--- src/rtl/spi_cmd_pkg.sv ---
// Shared widths, frame layout, command codes and FSM encoding for the SPI command link.
package spi_cmd_pkg;

  localparam int unsigned LEN_SPI      = 32;
  localparam int unsigned SPI_CODE_LEN = 6;
  localparam int unsigned SPI_ADDR_LEN = 10;
  localparam int unsigned SPI_DATA_LEN = 16;
  localparam int unsigned SYNC_STAGES  = 2;
  localparam int unsigned CNT_W        = 6;

  localparam int unsigned CODE_LSB = 26;
  localparam int unsigned ADDR_LSB = 16;
  localparam int unsigned DATA_LSB = 0;

  localparam logic [SPI_CODE_LEN-1:0] CMD_NOP       = 6'd0;
  localparam logic [SPI_CODE_LEN-1:0] CMD_RESET     = 6'd1;
  localparam logic [SPI_CODE_LEN-1:0] CMD_RD_ID     = 6'd2;
  localparam logic [SPI_CODE_LEN-1:0] CMD_RD_STATUS = 6'd3;
  localparam logic [SPI_CODE_LEN-1:0] CMD_WR_CTRL   = 6'd4;
  localparam logic [SPI_CODE_LEN-1:0] CMD_RD_CTRL   = 6'd5;
  localparam logic [SPI_CODE_LEN-1:0] CMD_WR_MASK   = 6'd6;
  localparam logic [SPI_CODE_LEN-1:0] CMD_RD_MASK   = 6'd7;
  localparam logic [SPI_CODE_LEN-1:0] CMD_SEL_CH    = 6'd8;
  localparam logic [SPI_CODE_LEN-1:0] CMD_WR_GAIN   = 6'd9;
  localparam logic [SPI_CODE_LEN-1:0] CMD_WR_ELEC   = 6'd10;
  localparam logic [SPI_CODE_LEN-1:0] CMD_RD_ELEC   = 6'd11;
  localparam logic [SPI_CODE_LEN-1:0] CMD_WR_STIM   = 6'd12;
  localparam logic [SPI_CODE_LEN-1:0] CMD_RD_STIM   = 6'd13;
  localparam logic [SPI_CODE_LEN-1:0] CMD_WR_DAC    = 6'd14;
  localparam logic [SPI_CODE_LEN-1:0] CMD_RD_DAC    = 6'd15;
  localparam logic [SPI_CODE_LEN-1:0] CMD_START     = 6'd16;
  localparam logic [SPI_CODE_LEN-1:0] CMD_STOP      = 6'd17;
  localparam logic [SPI_CODE_LEN-1:0] CMD_WR_ADC    = 6'd18;
  localparam logic [SPI_CODE_LEN-1:0] CMD_RD_ADC    = 6'd19;
  localparam logic [SPI_CODE_LEN-1:0] CMD_ARM       = 6'd20;
  localparam logic [SPI_CODE_LEN-1:0] CMD_RD_FIFO   = 6'd21;
  localparam logic [SPI_CODE_LEN-1:0] CMD_CLR_FIFO  = 6'd22;
  localparam logic [SPI_CODE_LEN-1:0] CMD_WR_TRIG   = 6'd23;
  localparam logic [SPI_CODE_LEN-1:0] CMD_RD_TRIG   = 6'd24;

  typedef struct packed {
    logic [SPI_CODE_LEN-1:0] code;
    logic [SPI_ADDR_LEN-1:0] addr;
    logic [SPI_DATA_LEN-1:0] data;
  } spi_frame_t;

  typedef enum logic [1:0] {
    ST_IDLE  = 2'd0,
    ST_SHIFT = 2'd1,
    ST_DONE  = 2'd2
  } state_t;

endpackage

--- src/rtl/sync_edge.sv ---
// N-stage synchroniser with one extra flop for rise/fall strobes.
module sync_edge #(
  parameter int unsigned STAGES  = 2,
  parameter logic        RST_VAL = 1'b0
) (
  input  logic clk,
  input  logic rst_n,
  input  logic d,
  output logic q,
  output logic rise_c,
  output logic fall_c
);

  logic [STAGES-1:0] sync;
  logic              prev;

  always_ff @(posedge clk or negedge rst_n) begin
    if (!rst_n) begin
      sync <= {STAGES{RST_VAL}};
      prev <= RST_VAL;
    end else begin
      sync <= STAGES'({sync, d});
      prev <= sync[STAGES-1];
    end
  end

  assign q      = sync[STAGES-1];
  assign rise_c = sync[STAGES-1] & ~prev;
  assign fall_c = ~sync[STAGES-1] & prev;

endmodule

--- src/rtl/spi_cmd_slave.sv ---
// Oversampled SPI mode-3 responder: deserialises 32-bit LSB-first command frames, returns a preloaded response word.
module spi_cmd_slave
  import spi_cmd_pkg::*;
#(
  parameter int unsigned LEN_SPI      = spi_cmd_pkg::LEN_SPI,
  parameter int unsigned SPI_CODE_LEN = spi_cmd_pkg::SPI_CODE_LEN,
  parameter int unsigned SPI_ADDR_LEN = spi_cmd_pkg::SPI_ADDR_LEN,
  parameter int unsigned SPI_DATA_LEN = spi_cmd_pkg::SPI_DATA_LEN,
  parameter int unsigned SYNC_STAGES  = spi_cmd_pkg::SYNC_STAGES
) (
  input  logic                    clk,
  input  logic                    rst_n,
  input  logic                    sck,
  input  logic                    mosi,
  input  logic                    cs_n,
  output logic                    miso,
  output logic                    cmd_valid,
  output logic [SPI_CODE_LEN-1:0] cmd_code,
  output logic [SPI_ADDR_LEN-1:0] cmd_addr,
  output logic [SPI_DATA_LEN-1:0] cmd_data,
  output logic                    frame_err,
  input  logic [LEN_SPI-1:0]      rsp_data,
  input  logic                    rsp_valid,
  output logic                    rsp_ready,
  output logic                    busy
);

  logic sck_s, sck_rise, sck_fall;
  logic mosi_s, mosi_rise, mosi_fall;
  logic cs_s, cs_rise, cs_fall;

  sync_edge #(.STAGES(SYNC_STAGES), .RST_VAL(1'b1)) u_sync_sck (
    .clk(clk), .rst_n(rst_n), .d(sck), .q(sck_s), .rise_c(sck_rise), .fall_c(sck_fall)
  );
  sync_edge #(.STAGES(SYNC_STAGES), .RST_VAL(1'b0)) u_sync_mosi (
    .clk(clk), .rst_n(rst_n), .d(mosi), .q(mosi_s), .rise_c(mosi_rise), .fall_c(mosi_fall)
  );
  sync_edge #(.STAGES(SYNC_STAGES), .RST_VAL(1'b1)) u_sync_cs (
    .clk(clk), .rst_n(rst_n), .d(cs_n), .q(cs_s), .rise_c(cs_rise), .fall_c(cs_fall)
  );

  logic unused;
  assign unused = ^{sck_s, sck_fall, mosi_rise, mosi_fall, cs_s};

  state_t           state;
  logic [CNT_W-1:0] bit_cnt;
  logic [LEN_SPI-1:0] rx_shift, tx_shift, tx_buf;
  spi_frame_t       cmd_q;
  logic             cmd_valid_q, frame_err_q;
  logic             cs_pend;   // cs_fall seen in DONE, replayed in IDLE
  logic             run;       // holds rsp_ready low while in reset
  logic             load;

  assign rsp_ready = run && (state == ST_IDLE) && !cs_fall && !cs_pend;
  assign load      = rsp_valid && rsp_ready;

  always_ff @(posedge clk or negedge rst_n) begin
    if (!rst_n) begin
      state       <= ST_IDLE;
      bit_cnt     <= '0;
      rx_shift    <= '0;
      tx_shift    <= '0;
      tx_buf      <= '0;
      cmd_q       <= '0;
      cmd_valid_q <= 1'b0;
      frame_err_q <= 1'b0;
      cs_pend     <= 1'b0;
      run         <= 1'b0;
    end else begin
      cmd_valid_q <= 1'b0;
      frame_err_q <= 1'b0;
      run         <= 1'b1;
      if (load) tx_buf <= rsp_data;
      case (state)
        ST_IDLE: begin
          tx_shift <= tx_buf;
          if (cs_fall || cs_pend) begin
            state   <= ST_SHIFT;
            bit_cnt <= '0;
            cs_pend <= 1'b0;
          end
        end
        ST_SHIFT: begin
          if (sck_rise) begin
            rx_shift <= {mosi_s, rx_shift[LEN_SPI-1:1]};
            tx_shift <= {1'b0, tx_shift[LEN_SPI-1:1]};
            if (bit_cnt != '1) bit_cnt <= bit_cnt + CNT_W'(1);
          end
          if (cs_rise) state <= ST_DONE;
        end
        ST_DONE: begin
          state   <= ST_IDLE;
          cs_pend <= cs_fall;
          if (bit_cnt == CNT_W'(LEN_SPI)) begin
            cmd_valid_q <= 1'b1;
            cmd_q       <= spi_frame_t'(rx_shift);
            tx_buf      <= '0;
          end else begin
            frame_err_q <= 1'b1;
          end
        end
        default: state <= ST_IDLE;
      endcase
    end
  end

  assign miso      = tx_shift[0];
  assign cmd_valid = cmd_valid_q;
  assign frame_err = frame_err_q;
  assign cmd_code  = cmd_q.code;
  assign cmd_addr  = cmd_q.addr;
  assign cmd_data  = cmd_q.data;
  assign busy      = (state != ST_IDLE);

endmodule

--- config.mk ---
export PLATFORM = sky130hd
export DESIGN_NAME = spi_cmd_slave
export DESIGN_NICKNAME = d
export VERILOG_FILES = /design/src/rtl/spi_cmd_pkg.sv /design/src/rtl/sync_edge.sv /design/src/rtl/spi_cmd_slave.sv
export SDC_FILE = /design/constraint.sdc
export NUM_CORES = 1
export LEC_CHECK = 0
export CAP_MARGIN = 20
export CORE_MARGIN = 3
export CORE_UTILIZATION = 55
export DETAILED_ROUTE_END_ITERATION = 12
export PLACE_DENSITY = 0.83
export SKIP_CTS_REPAIR_TIMING = 1
export SYNTH_ARGS = -nofsm -noshare
export SYNTH_HDL_FRONTEND = slang
export SYNTH_SLANG_ARGS = --single-unit
--- constraint.sdc ---
create_clock -name clk -period 2 [get_ports clk]
set_input_delay 0.4 -clock clk [delete_from_list [all_inputs] [get_ports clk]]
set_output_delay 0.4 -clock clk [all_outputs]
set_load 0.1 [all_outputs]
* Word level (Yosys, flattened, before mapping) *
Cells that the tools add are included.

word-level totals
  register bits = 148
  output and inout bits = 37
  word-level logic and storage cells = 67

cells by class
  $add $sub $neg = 1
  equal/unequal tests = 8
  muxes and demuxes = 18
  bitwise gates (word level) = 6
  reduce and logical (&&, ||, !) cells = 17

operators with widths
  kind                   number
  $mux W32               4
  $pmux W32 S2           1
  $mux W6                3
  $pmux W6 S2            1
  $reduce_and A2 Y1      5
  $add A6 B1 Y6 const B  1
  $eq A6 B6 Y1 const B   1
  $ne A2 B2 Y1 const B   3
  $ne A6 B6 Y1 const B   1
  $reduce_bool A2 Y1     3
  $mux W1                5
  $logic_and A1 B1 Y1    4
  $mux W2                2
  $pmux W2 S2            1
  $reduce_and A4 Y1      1
  $and A1 B1 Y1          3
  $not A1 Y1             3
  $eq A2 B1 Y1 const B   1
  $eq A2 B2 Y1 const B   1
  $logic_not A1 Y1       2
  $logic_not A2 Y1       1
  $ne A2 B1 Y1 const B   1
  $pmux W1 S2            1
  $logic_or A1 B1 Y1     1

* Logic depth before layout (Yosys ltp) *
  word-level depth = 9
  depth in mapped cells = 8

* Cells and area by module *
A second synthesis with hierarchy kept.

unflattened totals
  cell total of the unflattened synthesis = 486
  area, all modules = 5,977.0 µm²

by module, submodules not included
  module                     instances  cells each  area each (µm²)  seq. area each (µm²)
  spi_cmd_slave              1          471         5,699.2          3,503.4
  sync_edge (u_sync_cs ...)  2          5           93.8             78.8
  sync_edge (u_sync_mosi)    1          5           90.1             75.1

* Worst setup path after synthesis *
OpenSTA, ideal clock, no wires.

  kind = register to output
  start point = register state[0]
  end point = output port rsp_ready
  arrival time = 2,900 ps
  data required time = 1,600 ps
  setup slack = -1,300 ps
  stages on the path, launching flop included = 4
  cell sequence = dfrtp_1 -> buf_2 -> nor3b_2 -> nor3b_1

on the way
  cells in the longest elaborated chain, start to end = 4

ends and longest elaborated chain
  item                               line                 source
  start: declaration                 spi_cmd_slave.sv:45  state_t state;
  start signal: assignment           spi_cmd_slave.sv:59  state <= ST_IDLE;
  start signal: assignment           spi_cmd_slave.sv:78  state <= ST_SHIFT;
  start signal: assignment           spi_cmd_slave.sv:89  if (cs_rise) state <= ST_DONE;
  $logic_not A2 Y1                   spi_cmd_slave.sv:54  assign rsp_ready = run && (state == ST_IDLE) && !cs_fall && !cs_pend;
  $logic_and A1 B1 Y1 (3 in series)  spi_cmd_slave.sv:54
  end: declaration                   spi_cmd_slave.sv:24  output logic rsp_ready,

No other way between the ends.

* Worst setup path in the final report *
  start point = register u_sync_cs.prev
  end point = output port rsp_ready

on the way
  cells in the longest elaborated chain, start to end = 4

ends and longest elaborated chain
  item                               line                 source
  start: declaration                 sync_edge.sv:15      logic prev;
  start signal: assignment           sync_edge.sv:23      prev <= sync[STAGES-1];
  $and A1 B1 Y1                      sync_edge.sv:29      assign fall_c = ~sync[STAGES-1] & prev;
  $logic_not A1 Y1                   spi_cmd_slave.sv:54
  $logic_and A1 B1 Y1 (2 in series)  spi_cmd_slave.sv:54

No other way between the ends.

==> impl_results.md <==
- Status: finished with violations
- Failing checks: setup timing
- Final setup viols: 1
- TritonCTS Buffers: 17
- Vias in the first global route: 4022
- Detail Route Antenna Nets: 0
- First-pass GRT wire length: 18700 um
- Worst setup path start: u_sync_cs.prev$_DFF_PN1_
- Sequential-to-total area share from yosys stat: 62.5%
- Via density: 5.39
- RePlAce Congestion: 0.774
- RSZ-0062 raised after global routing: yes
- Syn nets: 521
- Core Region: 0.0104 mm2
- Die W: 110 um
- Period utilisation layout: 102%
- Minimum clock period: 2.03 ns
- Synthesis-stage register bit count: 148
- PwrDens: 1330 mW/mm2
- Crit path max fanout: 3
- Io pins: 75
- Critical path data arrival time: 1.63 ns
- Grt ovf: 0
- R2R Setup Slk: 0.22 ns
- CP max-delay cell: dfstp_2
- CTS tree: done
- Relative slew margins: 66.1%
- Worst Path Required: 1.60 ns
- Number of max-cap violations: 0
- Initial antenna violation count: 0
- Pre-CTS setup slack: 0.236 ns
- Worst Slack Setup Final: -0.0304 ns
- N_diodes: 0
- Final Max Tran Viols: 0
- First-pass DRT Iterations: 4
- Leak: 3.76 nW
- R2R depth: 5
- Syn-to-layout area delta: 26.0%
- Initial Util: 57.0%
- Hold Path End: u_sync_sck.sync[0]$_DFF_PN1_
- FF-to-FF Start: bit_cnt[3]$_DFFE_PN0P_
- Chip Height: 110 um
- Hold crit path type: primary input to register
- Synthesized cell area: 0.00593 mm2
- Critical path cell sequence: nor2b_1 -> nor3b_4 -> buf_12
- CP Capture Type: output port
- Async SR Flop Fraction: 100%
- Non-Filler Instances: 717
- Reg-to-Reg End: cmd_data[14]$_DFFE_PN0P_
- Dpl cells: 679
- CTS Sinks: 148
- Worst Max-Slew Pin Slew: 0.509 ns
- Drt drc: 0
- Fmax achieved: 493 MHz
- Vias: 3865
- CTS max path bufs: 2
- HP Start: sck
- Top_reg_cell synth: dfrtp_1
- Syn Area/Cell: 12.3 um2
- Final wirelength: 11500 um
- Startpoint types: register
- Synth unique cells: 31
- Largest net degree at the start of global routing: 55
- Synth warn: 0
- Crit path largest cell delay: 0.54 ns
- Number of synthesized flops with an enable pin: 0
- Hold Crit Depth: 1
- Final hold vios: 0
- Placement Rows: 37
- Peak supply drop: 0.000784 V
- Clk slew on worst S/H paths: 0.06 ns
- Nets: 608
- Worst Path Buf+Inv: 1
- GRT Overall Usage: 20.5%
- Root Driver: clkbuf_8
- Worst clock skew: 0.0101 ns
- H-Tree Depth: 4
- Fin util: 71.8%
- Layout cell share with drive strength beyond 1: 27.7%
- PortBufs: 74
- Starting DRC count in detailed routing: 178
- Synth Instances: 481
- Die Area: 0.0121 mm2
- CP Class: register to output port
- Post-DP HPWL: 7310 um
- Total power: 0.00995 W
- Largest delay contributor family on the critical path: flip-flops
- Insertion delay to the later sink of the worst-skew pair: 0.52 ns
- Final hold slack: 0.286 ns
- Wire per inst: 16.0 um
==> how the worst max path moves through the flow <==
stage / to / slack [ns] / cells past startpoint
after floorplan: rsp_ready / 0.06 / 3
after global placement: cmd_data[4]$_DFFE_PN0P_ / 0.28 / 5
after detailed placement: cmd_addr[9]$_DFFE_PN0P_ / 0.24 / 5
after CTS: rsp_ready / -0.21 / 4
after global routing: rsp_ready / -0.11 / 3
final: rsp_ready / -0.03 / 3
==> cell type report <==
cell class,count,area [um2]
sequential,148,3710
fill,706,2940
multi-input combinational,301,2070
timing repair buffer,96,905
clock buffer,24,480
tap,136,170
clock inverter,8,123
inverter,4,15.0
==> routing by layer <==
metal	wire (um)	GRT usage, %
met5	0	0
met4	131	8.37
met3	715	7.57
met2	5780	33.8
met1	4850	24.4
==> through the flow <==
stage                     instance area [um2]  TNS [ns]
after CTS                                7420    -0.230
after global placement                   6820         0
after detailed placement                 6820         0
after global routing                     7480    -0.134
after floorplan                          5950         0
final                                    7480   -0.0304
==> cells by family after synthesis <==
| kind of cell | Yosys count | synth area share (%) |
|---|---|---|
| compound gates | 46 | 4.93 |
| fa+ha+maj | 2 | 0.422 |
| buf+inv | 32 | 3.12 |
| flops | 148 | 62.5 |
| mux | 98 | 17.9 |
| other cells | 1 | 0.0632 |
| simple gates | 154 | 11.0 |
==> synthesized netlist by cell type, drive strengths merged, types with 3 or more instances <==
cell type	number	area [um2]
a21oi	5	28.8
nand2	69	259
nand3	4	20.0
mux2i	34	340
nor3b	3	32.5
mux2	64	721
nand2b	4	32.5
a31oi	34	213
dfstp	6	158
inv	4	15.0
dfrtp	142	3550
buf	22	148
nor2	67	268
clkbuf	6	22.5
==> flip-flops by register name (all words and copies together) (netlist names) <==
register and flops:
rx_shift 32, tx_buf 32, tx_shift 32, cmd_data 16, cmd_addr 10, bit_cnt 6
cmd_code 6, state 2, u_sync_cs.sync 2, u_sync_mosi.sync 2, u_sync_sck.sync 2, cmd_valid 1
cs_pend 1, frame_err 1, run 1, u_sync_cs.prev 1, u_sync_sck.prev 1
==> power by group <==
part | switching, W | internal, W | leakage (nW)
logic | 0.00145 | 0.00103 | 1.59
registers | 0.000487 | 0.00382 | 1.87
clock network | 0.00114 | 0.00203 | 0.287
total | 0.00308 | 0.00687 | 3.76
==> cells in the final DEF, fill, tap and decap left out, drive strengths merged, types with 4 or more instances in the layout <==
cell type	Yosys	final
dfrtp	142	142
nand2	69	69
nor2	67	67
mux2	64	64
buf	22	59
clkdlybuf4s50	0	36
mux2i	34	34
a31oi	34	34
clkbuf	6	24
dfstp	6	6
a21oi	5	5
inv	4	4
nand3	4	4
nand2b	4	4
(Power assumes the default switching activity.)
